$ cat src/rtl/restador_pkg.sv
// Shared constants and types for the debounced down-counter.
// Contents: default parameter values, the counter-width helper used by the
// debounce and auto-repeat counters, and the underflow-mode encoding.
package restador_pkg;

    localparam int unsigned N_DEF             = 4;
    localparam int unsigned STEP_DEF          = 1;
    localparam int unsigned DB_CYCLES_DEF     = 4;
    localparam int unsigned REPEAT_DELAY_DEF  = 16;
    localparam int unsigned REPEAT_PERIOD_DEF = 4;

    // Underflow behaviour selected by the SATURATE parameter
    typedef enum logic {
        OVF_WRAP     = 1'b0,
        OVF_SATURATE = 1'b1
    } ovf_mode_e;

    // Bits needed to hold a count up to max_count (at least one bit)
    function automatic int unsigned cnt_width(input int unsigned max_count);
        return (max_count < 1) ? 1 : $clog2(max_count + 1);
    endfunction

endpackage

$ cat src/rtl/btn_debounce.sv
// Synchroniser, stability counter and falling-edge pulse for one raw
// active-low button.
// Ports:
//   clk, rst  - clock, asynchronous active-high reset
//   i_btn_n   - raw asynchronous button, low = pressed
//   o_level   - debounced level (1 = released)
//   o_fall    - one-cycle pulse when the debounced level goes 1 -> 0
module btn_debounce
    import restador_pkg::*;
#(
    parameter int unsigned DB_CYCLES = DB_CYCLES_DEF
) (
    input  logic clk,
    input  logic rst,
    input  logic i_btn_n,
    output logic o_level,
    output logic o_fall
);

    localparam int unsigned CW = cnt_width(DB_CYCLES);

    logic          r_sync1;
    logic          r_sync2;
    logic          r_level;
    logic          r_fall;
    logic [CW-1:0] r_cnt;

    // Level flips once the synchronised input has disagreed with it for
    // DB_CYCLES consecutive cycles; any agreement restarts the count.
    always_ff @(posedge clk or posedge rst) begin
        if (rst) begin
            r_sync1 <= 1'b1;
            r_sync2 <= 1'b1;
            r_level <= 1'b1;
            r_fall  <= 1'b0;
            r_cnt   <= '0;
        end else begin
            r_sync1 <= i_btn_n;
            r_sync2 <= r_sync1;
            r_fall  <= 1'b0;
            if (r_sync2 == r_level) begin
                r_cnt <= '0;
            end else if (r_cnt == CW'(DB_CYCLES - 1)) begin
                r_level <= r_sync2;
                r_cnt   <= '0;
                r_fall  <= ~r_sync2;
            end else begin
                r_cnt <= r_cnt + CW'(1);
            end
        end
    end

    assign o_level = r_level;
    assign o_fall  = r_fall;

endmodule

$ cat src/rtl/restador_debounced.sv
// Parametrised down-counter driven by two debounced active-low buttons.
// A btn_rst press loads data_in; a btn_sub press subtracts STEP, wrapping
// or saturating on underflow with a one-cycle borrow pulse.
// Optional feature: define RESTADOR_AUTOREPEAT_EN to make a held btn_sub
// repeat after REPEAT_DELAY cycles and then every REPEAT_PERIOD cycles.
// Ports:
//   clk, rst          - clock, asynchronous active-high reset
//   btn_rst, btn_sub  - raw active-low load / subtract buttons
//   data_in  [N-1:0]  - load value
//   data_out [N-1:0]  - registered counter value
//   zero              - data_out == 0
//   borrow            - one-cycle pulse on an underflowing subtract
module restador_debounced
    import restador_pkg::*;
#(
    parameter int unsigned N             = N_DEF,
    parameter int unsigned STEP          = STEP_DEF,
    parameter int unsigned DB_CYCLES     = DB_CYCLES_DEF,
    parameter int unsigned SATURATE      = 0,
    parameter int unsigned REPEAT_DELAY  = REPEAT_DELAY_DEF,
    parameter int unsigned REPEAT_PERIOD = REPEAT_PERIOD_DEF
) (
    input  logic         clk,
    input  logic         rst,
    input  logic         btn_rst,
    input  logic         btn_sub,
    input  logic [N-1:0] data_in,
    output logic [N-1:0] data_out,
    output logic         zero,
    output logic         borrow
);

    localparam ovf_mode_e OVF_MODE = (SATURATE != 0) ? OVF_SATURATE : OVF_WRAP;
    localparam bit CFG_BAD = (DB_CYCLES == 0) || (STEP == 0) ||
                             (STEP >= (32'd1 << N)) ||
                             (REPEAT_DELAY == 0) || (REPEAT_PERIOD == 0);

    if (CFG_BAD) begin : g_cfg_bad
        $error("restador_debounced: illegal parameter set");
    end

    logic w_ld_lvl;
    logic w_ld_fall;
    logic w_sub_lvl;
    logic w_sub_fall;
    logic w_sub_ev;
    logic w_unused;

    btn_debounce #(.DB_CYCLES(DB_CYCLES)) u_db_ld (
        .clk     (clk),
        .rst     (rst),
        .i_btn_n (btn_rst),
        .o_level (w_ld_lvl),
        .o_fall  (w_ld_fall)
    );

    btn_debounce #(.DB_CYCLES(DB_CYCLES)) u_db_sub (
        .clk     (clk),
        .rst     (rst),
        .i_btn_n (btn_sub),
        .o_level (w_sub_lvl),
        .o_fall  (w_sub_fall)
    );

`ifdef RESTADOR_AUTOREPEAT_EN
    localparam int unsigned RPT_MAX = (REPEAT_DELAY > REPEAT_PERIOD) ? REPEAT_DELAY
                                                                     : REPEAT_PERIOD;
    localparam int unsigned RW      = cnt_width(RPT_MAX);

    logic [RW-1:0] r_rpt_cnt;
    logic          r_rpt_first;
    logic          w_rpt_hit;

    // r_rpt_cnt = cycles since the last subtract event while held
    assign w_rpt_hit = ~w_sub_lvl & ~w_sub_fall &
                       (r_rpt_cnt == (r_rpt_first ? RW'(REPEAT_DELAY) : RW'(REPEAT_PERIOD)));

    always_ff @(posedge clk or posedge rst) begin
        if (rst) begin
            r_rpt_cnt   <= '0;
            r_rpt_first <= 1'b1;
        end else if (w_sub_fall) begin
            r_rpt_cnt   <= RW'(1);
            r_rpt_first <= 1'b1;
        end else if (w_sub_lvl) begin
            r_rpt_cnt   <= '0;
            r_rpt_first <= 1'b1;
        end else if (w_rpt_hit) begin
            r_rpt_cnt   <= RW'(1);
            r_rpt_first <= 1'b0;
        end else begin
            r_rpt_cnt <= r_rpt_cnt + RW'(1);
        end
    end

    assign w_sub_ev = w_sub_fall | w_rpt_hit;
    assign w_unused = w_ld_lvl;
`else
    assign w_sub_ev = w_sub_fall;
    assign w_unused = w_ld_lvl ^ w_sub_lvl;
`endif

    logic [N-1:0] r_data;
    logic         r_borrow;

    // Load has priority; an underflowing subtract flags borrow for one cycle
    always_ff @(posedge clk or posedge rst) begin
        if (rst) begin
            r_data   <= '0;
            r_borrow <= 1'b0;
        end else begin
            r_borrow <= 1'b0;
            if (w_ld_fall) begin
                r_data <= data_in;
            end else if (w_sub_ev) begin
                if (r_data >= N'(STEP)) begin
                    r_data <= r_data - N'(STEP);
                end else begin
                    r_data   <= (OVF_MODE == OVF_SATURATE) ? '0 : (r_data - N'(STEP));
                    r_borrow <= 1'b1;
                end
            end
        end
    end

    assign data_out = r_data;
    assign borrow   = r_borrow;
    assign zero     = (r_data == '0);

endmodule
$ cat config.mk
export PLATFORM = sky130hd
export DESIGN_NAME = restador_debounced
export DESIGN_NICKNAME = d
export VERILOG_FILES = /design/src/rtl/restador_pkg.sv /design/src/rtl/btn_debounce.sv /design/src/rtl/restador_debounced.sv
export SDC_FILE = /design/constraint.sdc
export NUM_CORES = 1
export LEC_CHECK = 0
export BUFFER_PORTS_ARGS = -buffer_cell sky130_fd_sc_hd__buf_4
export CAP_MARGIN = 40
export CORE_MARGIN = 2
export CORE_UTILIZATION = 55
export DETAILED_ROUTE_END_ITERATION = 8
export PLACE_DENSITY = 0.79
export SLEW_MARGIN = 5
export SYNTH_ARGS = -nofsm -noshare
export SYNTH_HDL_FRONTEND = slang
export SYNTH_SLANG_ARGS = --single-unit
$ cat constraint.sdc
create_clock -name clk -period 3.13 [get_ports clk]
set_input_delay 0.626 -clock clk [delete_from_list [all_inputs] [get_ports clk]]
set_output_delay 0.626 -clock clk [all_outputs]
set_load 0.01 [all_outputs]
After elaboration in Yosys (flattened, before gate mapping):

Cells that the tools add are included.

* $add $sub $neg: 3
* $lt $le $gt $ge: 1
* equal/unequal tests: 4
* muxes and demuxes: 13
* bitwise operators: 4
* reduce and logical (&&, ||, !) cells: 4

Operator list (count)
* 2-to-1 mux 3 bit: 4
* 2-to-1 mux 4 bit: 2
* 2-to-1 mux 1 bit: 7
* adder 3 x 1 -> 3 bit, second input constant: 2
* == test 3 x 2 -> 1 bit, second input constant: 2
* >= comparator 4 x 1 -> 1 bit, second input constant: 1
* zero test 4 bit: 1
* NOT 1 bit: 4
* AND reduction 2 bit: 2
* subtractor 4 x 1 -> 4 bit, second input constant: 1
* == test 1 bit: 2
* nonzero test 2 bit: 1

* flip-flop bits (word level): 19
* logic and storage cells: 41

Longest topological paths before layout:

Gate-level depths: netlist of the first run.

* word-level depth: 4
* depth in mapped cells: 5

By module:

A second synthesis of the first run with hierarchy kept.

* cells, all modules: 61
* area, all modules: 839.6 um^2

Modules (own cells, without submodules)
* btn_debounce: instances 2, cells each 16, area each 269.0 um^2, sequential area each 178.9 um^2
* restador_debounced: instances 1, cells each 29, area each 301.5 um^2, sequential area each 125.1 um^2

Worst setup path before layout of the first run:

OpenSTA, ideal clock, no wires.

* path type: register to output
* start: reg r_data[0], in the netlist data_out[0]
* end: out zero
* arrival: 1.006 ns
* slack: 1.498 ns
* stages on the path, launching flop included: 4
* buffers on the path: 0
* cell sequence: dfrtp_1 > inv_1 > ha_1 > nor3b_1

* longest elaborated chain between the ends: 1

Ends and longest elaborated chain
* start: declaration: RTL line restador_debounced.sv:103 `logic [N-1:0] r_data;`
* start signal: assignment: RTL line restador_debounced.sv:114 `r_data <= data_in;`
* start signal: assignment: RTL line restador_debounced.sv:117 `r_data <= r_data - N'(STEP);`
* start signal: assignment: RTL line restador_debounced.sv:119 `r_data <= (OVF_MODE == OVF_SATURATE) ? '0 : (r_data - N'(STEP));`
* zero test 4 bit: RTL line restador_debounced.sv:128 `assign zero = (r_data == '0);`
* end: declaration: RTL line restador_debounced.sv:29 `output logic zero,`

Every way passes these cells.

Worst setup path in the final report of the first run:

Same ends and word-level chain as after synthesis.

==> impl_metrics.prom, run 1 <==
# TYPE chip_impl_metric gauge
chip_impl_info{name="status",value="finished clean"} 1
chip_impl_metric{name="final-max-slew-violation-count",unit=""} 0
chip_impl_metric{name="remaining_drc_errors",unit=""} 0
chip_impl_metric{name="final_worst_clock_skew",unit="ns"} 0.00581
chip_impl_metric{name="clkTransAtPathRegs",unit="ns"} 0.10
chip_impl_metric{name="post_cts.resized_instances",unit=""} 0
chip_impl_metric{name="grt_first_pass_wirelength",unit="um"} 2010
chip_impl_metric{name="dr.pass1.iters",unit=""} 3
chip_impl_metric{name="syn_to_final_growth",unit="%"} 17.7
chip_impl_metric{name="nNetsFinal",unit=""} 88
chip_impl_metric{name="grt_overflow",unit=""} 0
chip_impl_metric{name="yosysSeqAreaShare",unit=""} 0.611
chip_impl_metric{name="timing.setup.tns",unit="ns"} 0
chip_impl_info{name="yosysTopAreaCell",value="dfrtp_1"} 1
chip_impl_metric{name="stdcell_area",unit="sq um"} 931
chip_impl_metric{name="placed_cell_area",unit="sq um"} 903
chip_impl_metric{name="drive_above_1_share",unit=""} 0.378
chip_impl_metric{name="yosysWarningCount",unit=""} 0
chip_impl_metric{name="synth_cell_area",unit="sq um"} 791
chip_impl_metric{name="final.fill_count",unit=""} 96
chip_impl_metric{name="cts-buffers-inserted",unit=""} 3
chip_impl_metric{name="synth.ff_latch_count",unit=""} 19
chip_impl_metric{name="track_usage",unit=""} 0.154
chip_impl_metric{name="power-per-cell-area",unit="nW/um^2"} 755
chip_impl_metric{name="drt_iter0_markers",unit=""} 2
chip_impl_metric{name="power.leakage",unit="nW"} 0.452
chip_impl_info{name="dominant_cell_by_count_in_the_synthesized_netlist",value="dfrtp_1"} 1
chip_impl_metric{name="tightest_slew",unit="ns"} 0.668
chip_impl_info{name="grt_setup_unrepaired",value="false"} 1
chip_impl_metric{name="clock_tree.buffer_depth",unit=""} 2
chip_impl_metric{name="setup-violations-final",unit=""} 0
chip_impl_metric{name="syn_avg_cell_area",unit="sq um"} 13.6
chip_impl_info{name="cts_tree",value="built"} 1
chip_impl_metric{name="hpwl",unit="um"} 920
chip_impl_info{name="timing.critical_path.from_type",value="flip-flop"} 1
chip_impl_metric{name="synth_top_area_share",unit=""} 0.411
chip_impl_metric{name="fin_hold_ws",unit="ns"} 0.367
chip_impl_metric{name="worst_slew_margin_rel",unit=""} 0.554
chip_impl_info{name="worst-setup-path-type",value="flip-flop to primary output"} 1
chip_impl_metric{name="post-cts-setup-buffer-count",unit=""} 0
chip_impl_metric{name="io_buffer_count",unit=""} 13
chip_impl_info{name="endpoint_kind",value="primary output"} 1
chip_impl_metric{name="final-seq-area",unit="sq um"} 483
chip_impl_metric{name="crit_fanout",unit=""} 5
chip_impl_metric{name="yosys.cell_types.count",unit=""} 16
chip_impl_metric{name="row_cnt",unit=""} 13
chip_impl_metric{name="design.portCount",unit=""} 14
chip_impl_metric{name="hold_viol_final",unit=""} 0
chip_impl_metric{name="cts_hold_buffers",unit=""} 0
chip_impl_metric{name="routed_wl",unit="um"} 1160
chip_impl_metric{name="fin_util",unit=""} 0.707
chip_impl_info{name="yosys-top-cells-count",value="dfrtp_1, dfstp_2, ha_1"} 1
chip_impl_metric{name="final_antenna_net_count",unit=""} 0
chip_impl_metric{name="max-cap-violations",unit=""} 0
chip_impl_metric{name="synth_edf_count",unit=""} 0
chip_impl_info{name="synth_flop_cell",value="dfrtp_1"} 1
chip_impl_metric{name="antenna_found_initial",unit=""} 0
chip_impl_metric{name="detail_route.wl_per_cell",unit="um"} 13.0
chip_impl_metric{name="floorplan_die_area",unit="sq um"} 1760
chip_impl_metric{name="multi_input_comb_area",unit="sq um"} 293
chip_impl_metric{name="core_area",unit="sq um"} 1320
chip_impl_info{name="clk_root_buffer_cell",value="clkbuf_4"} 1
chip_impl_metric{name="period_minus_slack",unit="ns"} 1.96
chip_impl_metric{name="share_of_the_clock_period_used_by_the_worst_path_after_layout",unit=""} 0.628
chip_impl_metric{name="antenna_diodes",unit=""} 0
chip_impl_metric{name="timing.critical_path.required",unit="ns"} 2.50
chip_impl_metric{name="fmax",unit="GHz"} 0.509
chip_impl_metric{name="dieHeight",unit="um"} 41.9
chip_impl_metric{name="power.ir.vdd_worst",unit="uV"} 451
chip_impl_info{name="min_path_type",value="flip-flop to flip-flop"} 1
chip_impl_metric{name="num_vias",unit=""} 452
chip_impl_metric{name="die_width",unit="um"} 41.9
chip_impl_metric{name="postSynthCellCount",unit=""} 58
chip_impl_metric{name="grt_max_degree",unit=""} 20
chip_impl_metric{name="routabilityCongestion",unit=""} 0.738
chip_impl_metric{name="worst_skew_pair.late_latency",unit="ns"} 0.28
chip_impl_metric{name="initial_utilization",unit=""} 0.600
chip_impl_info{name="synth_top_cells_by_area",value="dfrtp_1, dfstp_2, ha_1"} 1
chip_impl_metric{name="cts_htree_levels",unit=""} 1
chip_impl_metric{name="vias_in_the_first_global_route",unit=""} 456
chip_impl_metric{name="clock-sinks",unit=""} 19
chip_impl_metric{name="detail_route.vias_per_cell",unit=""} 5.08
chip_impl_metric{name="crit_path_arrival_time",unit="ns"} 1.34
chip_impl_metric{name="proportion_of_synthesized_flip_flops_having_asynchronous_set_or_reset",unit=""} 1.00
chip_impl_metric{name="postSynthNetCount",unit=""} 71
[final cells by class]
| class | instances | share of cell area |
|---|---|---|
| clock inverters | 1 | 0.00538 |
| clock buffers | 3 | 0.0242 |
| multi-input cells | 35 | 0.315 |
| inverters | 3 | 0.0121 |
| well taps | 15 | 0.0202 |
| repair buffers | 13 | 0.105 |
| flip-flops and latches | 19 | 0.519 |
[cell usage in the layout, fill, tap and decap left out, drive strengths merged]
cell,netlist,final
and3b,2,2
nor3b,4,4
ha,5,5
xnor2,3,3
inv,3,3
o21ai,3,3
dfstp,6,6
nor4b,1,1
dfrtp,13,13
nor2b,3,3
buf,0,13
nor3,3,3
xor2,2,2
mux2,4,4
nand2,4,4
clkinv,0,1
clkbuf,1,3
or3,1,1
[path summary, 6_finish.rpt]
path                                                 start                         end  slack (ns)  cells after the start
max in group asynchronous                              rst     data_out[2]$_DFFE_PP0P_        2.27                      2
worst max-delay path               data_out[0]$_DFFE_PP0P_                        zero        1.17                      4
worst min-delay path            u_db_sub.r_sync1$_DFF_PP1_  u_db_sub.r_sync2$_DFF_PP1_        0.37                      0
worst min register to register  u_db_sub.r_sync1$_DFF_PP1_  u_db_sub.r_sync2$_DFF_PP1_        0.37                      0
worst max register to register     data_out[0]$_DFFE_PP0P_            borrow$_DFF_PP0_        1.79                      5
min in group asynchronous                              rst     data_out[0]$_DFFE_PP0P_        0.43                      2
[critical path: stages, from the launching register on]
cell and delay, ns:
dfrtp_1 0.48, inv_1 0.10, ha_1 0.19, nor3b_1 0.13, buf_4 0.15
[state kept, by name, indices dropped and copies added, names as in the netlist]
name and count:
u_db_ld.r_sync2 1, u_db_ld.o_fall 1, u_db_ld.r_sync1 1, u_db_sub.o_level 1
u_db_sub.r_sync2 1, borrow 1, data_out 4, u_db_sub.r_sync1 1
u_db_ld.o_level 1, u_db_sub.o_fall 1, u_db_ld.r_cnt 3, u_db_sub.r_cnt 3
[kinds of logic (layout without fill, tap and decap cells)]
group / Yosys count / after routing / share of synthesized area
flip-flops: 19 / 19 / 0.611
AND/OR/NAND/NOR: 18 / 18 / 0.160
AO/OA/AOI/OAI: 3 / 3 / 0.0190
adder cells (fa/ha/maj): 5 / 5 / 0.0791
buffers and inverters: 4 / 20 / 0.0190
multiplexers: 4 / 4 / 0.0570
XOR/XNOR: 5 / 5 / 0.0554
[per-stage QoR]
stage	power (mW)	worst slack [ns]	cells
after global routing	0.762	1.04	89
final	0.703	1.17	89
after floorplan	0.510	1.50	58
after global placement	0.579	1.52	85
after CTS	0.717	1.16	89
after detailed placement	0.598	1.49	85
[metal layers]
metal / global-route usage / routed length [um]
met5: 0 / 0
met4: 0.0387 / 0
met3: 0.0391 / 53
met2: 0.269 / 611
met1: 0.190 / 494
[where the power goes]
| part | switching, mW | total, mW | internal [mW] |
|---|---|---|---|
| clock network | 0.0685 | 0.116 | 0.0474 |
| logic | 0.0919 | 0.206 | 0.114 |
| registers | 0.0632 | 0.382 | 0.318 |
| total | 0.224 | 0.703 | 0.479 |
Note: power is estimated with default switching activity, not from simulation.
==> run 2: changes to the inputs <==
CORE_UTILIZATION = 47   (was 55)
PLACE_DENSITY = 0.72   (was 0.79)
clock period = 1.8 ns   (was 3.13 ns; I/O delays follow)
==> run 2 against run 1 <==
Global-route usage fell by 2.5 points. Final area did not move. Critical path depth did not move. Clock power rose by 75%. First-iteration DRC count rose by 100%. Sequential cell count did not move. Clock-buffer cell count rose by 1. Combinational power rose by 70%. Non-clock buffer count did not move. Die area rose by 15%. Wire length fell by 8.8%. Largest power group unchanged.
==> impl_metrics.prom, run 2 (synthesis gave the netlist of run 1 again) <==
# TYPE chip_impl_metric gauge
chip_impl_info{name="status",value="finished clean"} 1
chip_impl_metric{name="detail_route.wl_per_cell",unit="um"} 11.7
chip_impl_info{name="worst_r2r_startpoint",value="data_out[0]$_DFFE_PP0P_"} 1
chip_impl_metric{name="io_buffer_count",unit=""} 13
chip_impl_metric{name="cts-buffers-inserted",unit=""} 3
chip_impl_metric{name="fmax",unit="GHz"} 0.593
chip_impl_info{name="cts_tree",value="built"} 1
chip_impl_metric{name="final_antenna_net_count",unit=""} 0
chip_impl_metric{name="design.portCount",unit=""} 14
chip_impl_metric{name="hold_viol_final",unit=""} 0
chip_impl_metric{name="worst_skew_pair.late_latency",unit="ns"} 0.29
chip_impl_metric{name="floorplan_die_area",unit="sq um"} 2030
chip_impl_metric{name="timing.setup.tns",unit="ns"} 0
chip_impl_info{name="r2r-end",value="data_out[1]$_DFFE_PP0P_"} 1
chip_impl_info{name="layout.cells.most_common_list",value="dfrtp_1, buf_4, dfstp_2"} 1
chip_impl_info{name="timing.critical_path.from_type",value="flip-flop"} 1
chip_impl_info{name="grt_setup_unrepaired",value="false"} 1
chip_impl_metric{name="antenna_diodes",unit=""} 0
chip_impl_metric{name="cts_hold_buffers",unit=""} 0
chip_impl_metric{name="dieHeight",unit="um"} 45.0
chip_impl_metric{name="share_of_the_clock_period_used_by_the_worst_path_after_layout",unit=""} 0.937
chip_impl_metric{name="timing.reg2reg.worst_path_depth",unit=""} 4
chip_impl_metric{name="largest_register_ffs",unit=""} 4
chip_impl_metric{name="power.ir.vdd_worst",unit="uV"} 656
chip_impl_metric{name="max-cap-violations",unit=""} 0
chip_impl_info{name="endpoint_kind",value="primary output"} 1
chip_impl_metric{name="final-max-slew-violation-count",unit=""} 0
chip_impl_metric{name="core_area",unit="sq um"} 1540
chip_impl_metric{name="cts_htree_levels",unit=""} 1
chip_impl_metric{name="num_vias",unit=""} 460
chip_impl_metric{name="antenna_found_initial",unit=""} 0
chip_impl_metric{name="drt_iter0_markers",unit=""} 4
chip_impl_metric{name="clkTransAtPathRegs",unit="ns"} 0.10
chip_impl_metric{name="power-per-cell-area",unit="nW/um^2"} 1310
chip_impl_metric{name="routabilityCongestion",unit=""} 0.721
chip_impl_metric{name="grt_overflow",unit=""} 0
chip_impl_metric{name="post-cts-setup-buffer-count",unit=""} 0
chip_impl_metric{name="nNetsFinal",unit=""} 88
chip_impl_metric{name="initial_utilization",unit=""} 0.513
chip_impl_metric{name="detail_route.vias_per_cell",unit=""} 5.11
chip_impl_metric{name="tightest_slew",unit="ns"} 0.675
chip_impl_info{name="min_path_type",value="primary input to async pin"} 1
chip_impl_metric{name="row_cnt",unit=""} 14
chip_impl_metric{name="reg2reg_slack",unit="ns"} 0.47
chip_impl_metric{name="track_usage",unit=""} 0.129
chip_impl_metric{name="grt_max_degree",unit=""} 20
chip_impl_metric{name="vias_in_the_first_global_route",unit=""} 441
chip_impl_metric{name="power",unit="mW"} 1.22
chip_impl_metric{name="timing.critical_path.required",unit="ns"} 1.44
chip_impl_metric{name="die_width",unit="um"} 45.0
chip_impl_info{name="setup.worst_path.start",value="data_out[0]$_DFFE_PP0P_"} 1
chip_impl_metric{name="power.leakage",unit="nW"} 0.449
chip_impl_metric{name="clock_tree.buffer_depth",unit=""} 2
chip_impl_info{name="clk_root_buffer_cell",value="clkbuf_4"} 1
chip_impl_metric{name="drive_above_1_share",unit=""} 0.365
chip_impl_metric{name="crit_fanout",unit=""} 5
chip_impl_metric{name="fin_util",unit=""} 0.604
chip_impl_info{name="worst-setup-path-type",value="flip-flop to primary output"} 1
chip_impl_metric{name="post_cts.resized_instances",unit=""} 0
chip_impl_metric{name="clock-sinks",unit=""} 19
chip_impl_metric{name="final_worst_clock_skew",unit="ns"} 0.00497
chip_impl_metric{name="hpwl",unit="um"} 810
chip_impl_metric{name="period_minus_slack",unit="ns"} 1.69
chip_impl_info{name="critical_path.endpoint",value="zero"} 1
chip_impl_metric{name="remaining_drc_errors",unit=""} 0
chip_impl_metric{name="worst_slew_margin_rel",unit=""} 0.550
chip_impl_metric{name="routed_wl",unit="um"} 1060
chip_impl_metric{name="crit_path_arrival_time",unit="ns"} 1.33
chip_impl_metric{name="grt_first_pass_wirelength",unit="um"} 1790
chip_impl_metric{name="setup-violations-final",unit=""} 0
chip_impl_metric{name="dr.pass1.iters",unit=""} 3
chip_impl_metric{name="syn_to_final_growth",unit="%"} 17.7
run 2: worst min path at each step:
stage	start	to	depth (start not counted)
floorplan	rst	borrow$_DFF_PP0_	1
detailed placement	u_db_sub.r_sync1$_DFF_PP1_	u_db_sub.r_sync2$_DFF_PP1_	0
global placement	u_db_ld.r_sync1$_DFF_PP1_	u_db_ld.r_sync2$_DFF_PP1_	0
global route	btn_rst	u_db_ld.r_sync1$_DFF_PP1_	1
CTS	btn_sub	u_db_sub.r_sync1$_DFF_PP1_	1
finish	rst	u_db_sub.r_cnt[2]$_DFF_PP0_	2
run 2: power by group:
group / leakage (nW) / switching [mW] / total [mW] / internal (mW)
clock: 0.0150 / 0.117 / 0.203 / 0.0860
combinational: 0.204 / 0.155 / 0.351 / 0.196
sequential: 0.230 / 0.108 / 0.662 / 0.554
run 2: layer usage:
metal  track usage  routed length [um]  vias up
li1              -                   -      227
met1         0.160                 494      220
met2         0.203                 492       11
met3        0.0240                  60        2
met4        0.0882                  10        0
met5             0                   0        -
run 2: worst max-delay path: stages (launching register included):
cell,delay (ns)
dfrtp_1,0.47
inv_1,0.09
ha_1,0.20
nor3b_1,0.13
buf_4,0.15
run 2: final cells by class:
class | instances | area, sq um
fillers | 130 | 611
flip-flops and latches | 19 | 483
multi-input cells | 35 | 293
repair buffers | 13 | 97.6
clock buffers | 4 | 26.3
well taps | 16 | 20.0
inverters | 3 | 11.3
run 2: stage by stage:
| step | instances | cell area [sq um] | hold WS [ns] | setup WS, ns |
|---|---|---|---|---|
| after floorplan | 58 | 791 | 0.307 | 0.434 |
| after global placement | 86 | 905 | 0.346 | 0.457 |
| after detailed placement | 86 | 905 | 0.347 | 0.436 |
| after CTS | 90 | 931 | 0.160 | 0.0995 |
| after global routing | 90 | 931 | 0.152 | 0.0343 |
| final | 90 | 931 | 0.164 | 0.114 |
